**config.mk**
```make
export PLATFORM = sky130hd
export DESIGN_NAME = mult32x32_fast
export DESIGN_NICKNAME = d
export VERILOG_FILES = /design/src/rtl/mult32x32_pkg.sv /design/src/rtl/mult32x32_fast_arith.sv /design/src/rtl/mult32x32_fast.sv
export SDC_FILE = /design/constraint.sdc
export NUM_CORES = 1
export LEC_CHECK = 0
export BUFFER_PORTS_ARGS = -buffer_cell sky130_fd_sc_hd__buf_4
export CAP_MARGIN = 30
export CELL_PAD_IN_SITES_DETAIL_PLACEMENT = 0
export CELL_PAD_IN_SITES_GLOBAL_PLACEMENT = 1
export CORE_MARGIN = 8
export CORE_UTILIZATION = 40
export CTS_CLUSTER_DIAMETER = 50
export DETAILED_ROUTE_END_ITERATION = 16
export PLACE_DENSITY = 0.82
export SETUP_SLACK_MARGIN = 0.5
export SYNTH_ARGS = -nofsm -noshare
export SYNTH_HDL_FRONTEND = slang
export SYNTH_HIERARCHICAL = 1
export SYNTH_SLANG_ARGS = --single-unit
```
**constraint.sdc**
```tcl
create_clock -name clk -period 18.95 [get_ports clk]
set_input_delay 0.9475 -clock clk [delete_from_list [all_inputs] [get_ports clk]]
set_output_delay 0.9475 -clock clk [all_outputs]
set_load 0.03 [all_outputs]
```
**src/rtl/mult32x32_pkg.sv**
```systemverilog
// Shared types and widths for the sequential 32x32 multiplier.
// Slice widths fix the 8x16 partial-product multiplier.
package mult32x32_pkg;

    localparam int unsigned OpW   = 32;
    localparam int unsigned ByteW = 8;
    localparam int unsigned HalfW = 16;
    localparam int unsigned PpW   = ByteW + HalfW;
    localparam int unsigned ProdW = 64;

    typedef enum logic [3:0] {
        StIdle,
        StA0B0,
        StA1B0,
        StA2B0,
        StA3B0,
        StA0B1,
        StA1B1,
        StA2B1,
        StA3B1
    } state_e;

endpackage

```
**src/rtl/mult32x32_fast_arith.sv**
```systemverilog
// Datapath: operand registers, slice muxes, 8x16 multiplier, shifter and accumulator.
// The accumulator adds one shifted partial product per enabled cycle.
module mult32x32_fast_arith
    import mult32x32_pkg::*;
(
    input  logic             i_clk,
    input  logic             i_rst,
    input  logic             i_load,
    input  logic             i_clear,
    input  logic             i_update,
    input  logic [1:0]       i_a_sel,
    input  logic             i_b_sel,
    input  logic [OpW-1:0]   i_a,
    input  logic [OpW-1:0]   i_b,
    output logic [ProdW-1:0] o_product
);

    logic [OpW-1:0]   r_a;
    logic [OpW-1:0]   r_b;
    logic [ProdW-1:0] r_product;

    logic [ByteW-1:0] w_byte;
    logic [HalfW-1:0] w_half;
    logic [PpW-1:0]   w_pp;
    logic [5:0]       w_shamt;
    logic [ProdW-1:0] w_shifted;

    assign w_byte    = r_a[{i_a_sel, 3'b000} +: ByteW];
    assign w_half    = r_b[{i_b_sel, 4'b0000} +: HalfW];
    assign w_pp      = {{HalfW{1'b0}}, w_byte} * {{ByteW{1'b0}}, w_half};
    // Shift is 8*a_sel + 16*b_sel, at most 40.
    assign w_shamt   = {1'b0, i_a_sel, 3'b000} + {1'b0, i_b_sel, 4'b0000};
    assign w_shifted = {{(ProdW - PpW){1'b0}}, w_pp} << w_shamt;

    always_ff @(posedge i_clk or posedge i_rst) begin
        if (i_rst) begin
            r_a       <= '0;
            r_b       <= '0;
            r_product <= '0;
        end else begin
            if (i_load) begin
                r_a <= i_a;
                r_b <= i_b;
            end
            if (i_clear) begin
                r_product <= '0;
            end else if (i_update) begin
                r_product <= r_product + w_shifted;
            end
        end
    end

    assign o_product = r_product;

endmodule

```
**src/rtl/mult32x32_fast.sv**
```systemverilog
// Sequential unsigned 32x32->64 multiplier, one 8x16 partial product per clock.
// Partial products whose operand upper halves are zero are skipped.
module mult32x32_fast
    import mult32x32_pkg::*;
(
    input  logic             clk,
    input  logic             reset,
    input  logic             start,
    input  logic [OpW-1:0]   a,
    input  logic [OpW-1:0]   b,
    output logic             busy,
    output logic [ProdW-1:0] product
);

    state_e     r_state;
    state_e     w_state_next;
    logic       r_a_msw_is_0;
    logic       r_b_msw_is_0;
    logic       w_accept;
    logic       w_update;
    logic [1:0] w_a_sel;
    logic       w_b_sel;

    assign w_accept = (r_state == StIdle) && start;

    always_ff @(posedge clk or posedge reset) begin
        if (reset) begin
            r_state      <= StIdle;
            r_a_msw_is_0 <= 1'b0;
            r_b_msw_is_0 <= 1'b0;
        end else begin
            r_state <= w_state_next;
            if (w_accept) begin
                r_a_msw_is_0 <= (a[OpW-1:HalfW] == '0);
                r_b_msw_is_0 <= (b[OpW-1:HalfW] == '0);
            end
        end
    end

    always_comb begin
        w_state_next = r_state;
        w_update     = 1'b0;
        w_a_sel      = 2'd0;
        w_b_sel      = 1'b0;
        unique case (r_state)
            StIdle: begin
                if (start) w_state_next = StA0B0;
            end
            StA0B0: begin
                w_update     = 1'b1;
                w_state_next = StA1B0;
            end
            StA1B0: begin
                w_update = 1'b1;
                w_a_sel  = 2'd1;
                if (!r_a_msw_is_0)     w_state_next = StA2B0;
                else if (r_b_msw_is_0) w_state_next = StIdle;
                else                   w_state_next = StA0B1;
            end
            StA2B0: begin
                w_update     = 1'b1;
                w_a_sel      = 2'd2;
                w_state_next = StA3B0;
            end
            StA3B0: begin
                w_update     = 1'b1;
                w_a_sel      = 2'd3;
                w_state_next = r_b_msw_is_0 ? StIdle : StA0B1;
            end
            StA0B1: begin
                w_update     = 1'b1;
                w_b_sel      = 1'b1;
                w_state_next = StA1B1;
            end
            StA1B1: begin
                w_update     = 1'b1;
                w_a_sel      = 2'd1;
                w_b_sel      = 1'b1;
                w_state_next = r_a_msw_is_0 ? StIdle : StA2B1;
            end
            StA2B1: begin
                w_update     = 1'b1;
                w_a_sel      = 2'd2;
                w_b_sel      = 1'b1;
                w_state_next = StA3B1;
            end
            StA3B1: begin
                w_update     = 1'b1;
                w_a_sel      = 2'd3;
                w_b_sel      = 1'b1;
                w_state_next = StIdle;
            end
            default: w_state_next = StIdle;
        endcase
    end

    assign busy = (r_state != StIdle);

    mult32x32_fast_arith u_arith (
        .i_clk     (clk),
        .i_rst     (reset),
        .i_load    (w_accept),
        .i_clear   (w_accept),
        .i_update  (w_update),
        .i_a_sel   (w_a_sel),
        .i_b_sel   (w_b_sel),
        .i_a       (a),
        .i_b       (b),
        .o_product (product)
    );

endmodule

```
* Word level (Yosys, flattened, before mapping)
Index checks and enable logic that the tools add are counted.
** Operators by class
- Add/subtract/negate cells :: 2
- Multipliers :: 1
- Eq/ne operators :: 9
- Shifts and indexed selects :: 3
- Multiplexer cells :: 10
- Reductions and logical operators :: 11
** Operators with widths (number)
- 64-bit 2-to-1 mux :: 2
- 64-bit adder :: 1
- 24-bit by 6-bit << shifter with 64-bit output :: 1
- 16-bit zero test :: 2
- 4-bit case mux with 8 select lines :: 1
- 32-bit by 6-bit indexed part select with 16-bit output :: 1
- 32-bit by 6-bit indexed part select with 8-bit output :: 1
- 8-bit by 16-bit multiplier with 24-bit output :: 1
- 4-bit by 3-bit == test with 1-bit output (second input constant) :: 4
- 3-bit 2-to-1 mux :: 3
- 4-bit by 2-bit == test with 1-bit output (second input constant) :: 2
- 8-bit OR reduction :: 1
- 5-bit by 5-bit adder with 6-bit output :: 1
- 2-bit case mux with 3 select lines :: 1
- 2-bit OR reduction :: 3
- 4-bit by 1-bit == test with 1-bit output (second input constant) :: 1
- 4-bit == test (second input constant) :: 1
- 4-bit zero test :: 1
- 4-bit 2-to-1 mux :: 1
- 4-bit nonzero test :: 1
- 4-bit OR reduction :: 1
- 1-bit 2-to-1 mux :: 2
- 2-bit inequality test (second input constant) :: 1
- 2-bit nonzero test :: 1
- 1-bit logical AND :: 1
** Word-level totals
- Bits in registers :: 134
- Word-level logic and storage cells :: 42

* Longest topological paths before layout
- Word-level depth :: 9
- Mapped depth :: 41
- Mapped depth without buffers :: 37

* Cells and area by module
The synthesis kept the hierarchy.
** By module, submodules not included
- mult32x32_fast_arith :: instances 1, cells each 1580, area an instance 13633.1 µm², sequential area each 3203.1 µm²
- mult32x32_fast :: instances 1, cells each 59, area an instance 464.2 µm², sequential area each 150.1 µm²

* Least setup slack after synthesis
No wires, ideal clock.
- Kind :: reg2reg
- Start :: register r_state[2]
- End :: register u_arith.r_product[60], in the netlist u_arith/o_product[60]
- Library setup time :: 0.122 ns
- Arrival time :: 8.976 ns
- Required time :: 18.828 ns
- Path slack :: 9.853 ns
- Stages on the path, launching flop included :: 39
- Path buffers :: 4
- Path through :: dfrtp_1 > buf_2 > nor2_1 > xor2_1 > nor2_1 > clkbuf_1 > clkbuf_1 > mux2_2 > o21ai_1 > clkbuf_1 > nor2_1 > fa_1 > fa_1 > fa_1 > inv_1 > fa_1 > inv_1 > ha_1 > (+3 left out) > or3_1 > a31oi_1 > a21o_1 > a21oi_1 > xnor2_1 > mux2i_1 > o32ai_1 > ha_1 > nand2_2 > nor2_1 > nand2_1 > a211oi_2 > a21oi_1 > o31a_2 > a2111o_1 > a2111oi_4 > mux2i_1 > nand2_1
** On the way
- Cells in the longest elaborated chain, start to end :: 9
- Elaborated cells on any way between the ends :: 27
- Those cells by class :: 2 x add/sub; 1 x mul; 8 x eq/ne; 3 x shift; 5 x mux; 8 x reduce/logical
** RTL lines
- start, declared :: line mult32x32_fast.sv:15 : state_e r_state;
- start signal, assigned :: line mult32x32_fast.sv:28 : r_state <= StIdle;
- start signal, assigned :: line mult32x32_fast.sv:32 : r_state <= w_state_next;
- 4-bit by 3-bit == test with 1-bit output (tied with other cells) :: line mult32x32_fast.sv:45 : unique case (r_state)
- 2-bit OR reduction (no source line)
- 2-bit case mux with 3 select lines * :: line mult32x32_fast.sv:45
- named net w_a_sel[0] :: line mult32x32_fast.sv:21 : logic [1:0] w_a_sel;
- 32-bit by 6-bit indexed part select with 8-bit output :: line mult32x32_fast_arith.sv:28 : assign w_byte = r_a[{i_a_sel, 3'b000} +: ByteW];
- 8-bit by 16-bit multiplier with 24-bit output :: line mult32x32_fast_arith.sv:30 : assign w_pp = {{HalfW{1'b0}}, w_byte} * {{ByteW{1'b0}}, w_half};
- 24-bit by 6-bit << shifter with 64-bit output * :: line mult32x32_fast_arith.sv:33 : assign w_shifted = {{(ProdW - PpW){1'b0}}, w_pp} << w_shamt;
- 64-bit adder * :: line mult32x32_fast_arith.sv:48 : r_product <= r_product + w_shifted;
- 64-bit 2-to-1 mux * :: line mult32x32_fast_arith.sv:47 : end else if (i_update) begin
- 64-bit 2-to-1 mux * :: line mult32x32_fast_arith.sv:45 : if (i_clear) begin
- end signal, assigned :: line mult32x32_fast_arith.sv:48
- end, declared :: line mult32x32_fast_arith.sv:20 : logic [ProdW-1:0] r_product;
Mark *: on every way through the listed nets, which the timed path passes. The rest lies on a longest branch. The select of a mux whose other input is x is not followed.
A chain may end at the register's enable or synchronous reset.

* Final worst setup path
- Start :: register r_state[1]
- End :: register u_arith.r_product[48], in the netlist u_arith/o_product[48]
Same word-level chain as after synthesis.

==> results.py <==
metrics = {
    "outcome": {
        "status": "completed",
    },
    "synth": {
        "syn-instance-count": 1639,
        "post_synth_net_total": 1899,
        "post_synth_num_cell_types": 77,
        "async_flop_share_pct": 100,
        "synth-edff-count": 0,
        "ys.flop_type": "sky130_fd_sc_hd__dfrtp_1",
        "ys_seq_area_share_pct": 23.8,
        "ys_ff_latch": 134,
        "yosys_warnings": 6,
        "mean_post_synth_cell_area_um2": 8.60,
        "post_synth_instance_area_um2": 14100,
    },
    "timing": {
        "setup_slack_ns": 8.37,
        "grt_setup_unrepaired": "no",
        "fmax_mhz": 94.5,
        "slew_headroom_pct": 30.4,
        "totalNegativeSetupSlack_ns": 0,
        "report.final.hold_viol_count": 0,
        "max_slew.worst_pin.slew_ns": 1.04,
        "setup_viol_count_final": 0,
        "post-route-period-util_pct": 55.8,
        "number_of_max_slew_violations_in_the_final_report": 0,
        "clock-skew-final_ns": 0.0150,
        "layout_min_cycle_time_ns": 10.58,
    },
    "clock_tree": {
        "cts.root.buffer_cell": "sky130_fd_sc_hd__clkbuf_16",
        "worstSkewPairLatency_ns": 0.44,
        "cts-htree-levels": 4,
        "cts_resized": 0,
        "clockBufferDepth": 2,
        "cts_made_buffers": 17,
        "clock-sinks": 134,
        "post_cts_hold_buffer_count": 0,
        "postCtsSetupBuffers": 0,
        "cts.reportedPaths.clkPinSlew_ns": 0.06,
        "cts_tree": "built",
    },
    "layout": {
        "final_common_cell": "sky130_fd_sc_hd__nor2_1",
        "register_cell_area_after_layout_um2": 3350,
        "layout.cells.most_common_list": "232 x sky130_fd_sc_hd__nor2_1, 144 x sky130_fd_sc_hd__buf_4, 134 x sky130_fd_sc_hd__dfrtp_1",
        "fillCellCount": 3337,
        "area_growth_syn_to_layout_pct": 14.6,
        "antenna_cells_inserted": 0,
        "design.final.nets": 1988,
        "multiInputGateArea_um2": 9980,
        "drive_gt1_share_pct": 16.4,
    },
    "critical_path": {
        "setup.worst_path.start": "r_state[1]$_DFFE_PP0P_",
        "timing.critical_path.arrival_ns": 10.90,
        "setup.reg_to_reg.worst_slack_ns": 8.37,
        "regToRegStartpoint": "r_state[1]$_DFFE_PP0P_",
        "critical_path.endpoint_type": "flip-flop",
        "crit_path_start_kind": "flip-flop",
        "required_ns": 19.27,
        "worst-r2r-cell-count": 36,
        "criticalPathCategory": "flip-flop to flip-flop",
        "cp_common_cell": "sky130_fd_sc_hd__fa_1",
        "worst_path_max_delay_cell": "sky130_fd_sc_hd__o21ai_1",
        "crit_path_max_fanout": 56,
        "critical-path-max-stage-delay_ns": 0.79,
        "regToRegEndpoint": "u_arith/o_product[48]$_DFFE_PP0P_",
    },
    "grt": {
        "grt-ovfl-total": 0,
        "global_route.usage.total_pct": 19.4,
        "grt_pass1_wl_mm": 65.7,
        "largest_net_degree_at_the_start_of_global_routing": 66,
        "grt_antenna_before_repair": 0,
        "grt_pass1_vias": 12300,
    },
    "place": {
        "gp_congestion": 0.928,
        "port_buffers": 131,
        "hpwl_mm": 32.5,
        "dpl_worst_slack_ns": 8.47,
    },
    "die": {
        "initial_core_util_pct": 40.7,
        "dieArea_um2": 41500,
        "row_count": 68,
        "boundaryPins": 132,
        "die-height_um": 204,
        "coreArea_um2": 34600,
        "floorplan.die.width_um": 204,
    },
    "routing": {
        "detailroute.via_count": 12400,
        "wl_per_cell_um": 18.5,
        "drt-pass1-iter-count": 5,
        "initialDrtViolationCount": 995,
        "wl_mm": 40.6,
        "route.antenna.remaining_nets": 0,
        "drt_drc_violations_left": 0,
        "vias_per_cell": 5.64,
    },
    "run": {
        "max_cap_viol_count": 0,
    },
    "min_path": {
        "worstHoldPathType": "input pin to asynchronous set/reset pin",
    },
}
==> state kept, by name, indices dropped and copies added, names as in the netlist <==
| signal | count |
|---|---|
| u_arith/o_product | 64 |
| r_a_msw_is_0 | 1 |
| r_state | 4 |
| u_arith/r_a | 32 |
| u_arith/r_b | 32 |
| r_b_msw_is_0 | 1 |
==> cells by family (layout without fill, tap and decap cells) <==
| kind of cell | after synthesis | in the layout | share of synthesized area, % |
|---|---|---|---|
| flops | 134 | 134 | 23.8 |
| compound gates | 382 | 382 | 17.5 |
| simple gates | 528 | 528 | 17.4 |
| xor+xnor | 61 | 61 | 3.79 |
| fa+ha+maj | 193 | 193 | 21.7 |
| buf+inv | 206 | 308 | 5.58 |
| mux | 135 | 135 | 10.3 |
==> stage by stage <==
step                std cells  util, %  instance area [µm²]  hold WS, ns
finish                   2196     46.6                16100        0.445
global placement         2156     44.6                15400        0.487
floorplan                1639        -                14100        0.475
detailed placement       2163     44.7                15500        0.496
global route             2196     46.6                16100        0.464
CTS                      2195     46.6                16100        0.438
==> metal layers <==
layer	track usage [%]	up-vias	wire length (µm)
li1	-	5925	-
met1	25.8	6011	18400
met2	31.5	398	18900
met3	4.01	55	2500
met4	5.52	0	810
met5	0	-	0
==> Yosys cell counts, types with 19 or more instances <==
library cell               instances  share of area, %
sky130_fd_sc_hd__nor2_1          234               6.2
sky130_fd_sc_hd__dfrtp_1         134                24
sky130_fd_sc_hd__inv_1           130               3.5
sky130_fd_sc_hd__a21oi_1         115               4.1
sky130_fd_sc_hd__ha_1            108               9.6
sky130_fd_sc_hd__nand2_1         103               2.7
sky130_fd_sc_hd__fa_1             85                12
sky130_fd_sc_hd__mux2_2           75               6.0
sky130_fd_sc_hd__clkbuf_1         63               1.7
sky130_fd_sc_hd__mux2i_1          60               4.3
sky130_fd_sc_hd__o21ai_0          59               2.1
sky130_fd_sc_hd__a21o_1           35               1.9
sky130_fd_sc_hd__xnor2_1          33               2.1
sky130_fd_sc_hd__xor2_1           28               1.7
sky130_fd_sc_hd__nand3_1          26              0.92
sky130_fd_sc_hd__and2_1           21              0.93
sky130_fd_sc_hd__nor3_1           19              0.67
==> critical path: cells and delay by family, from the launching register on <==
family | cells | cell delay, ns
AOI/OAI and AO/OA | 14 | 3.67
xor gates and xnor gates | 2 | 0.59
adders and majority gates | 6 | 2.77
buffers and inverters | 4 | 0.65
DFF | 1 | 0.58
muxes | 2 | 0.60
and+or+nand+nor | 8 | 1.58
==> worst max-delay path by stage <==
stage / endpoint / slack [ns] / depth (start not counted)
global route: u_arith/o_product[60]$_DFFE_PP0P_ / 7.56 / 36
global placement: u_arith/o_product[60]$_DFFE_PP0P_ / 8.58 / 36
floorplan: u_arith/o_product[60]$_DFFE_PP0P_ / 9.85 / 38
finish: u_arith/o_product[48]$_DFFE_PP0P_ / 8.37 / 36
CTS: u_arith/o_product[60]$_DFFE_PP0P_ / 8.45 / 36
detailed placement: u_arith/o_product[60]$_DFFE_PP0P_ / 8.47 / 36
==> cell type report <==
class	count	area share [%]
clock buffers	18	2.66
inverters	130	3.04
multi-input cells	1299	61.8
clock inverters	14	1.37
flip-flops and latches	134	20.8
repair buffers	146	6.86
well taps	455	3.53
Power is left out: the tool's default activity adds up to more than one toggle a clock period on the data nets, which glitch-free logic cannot reach.
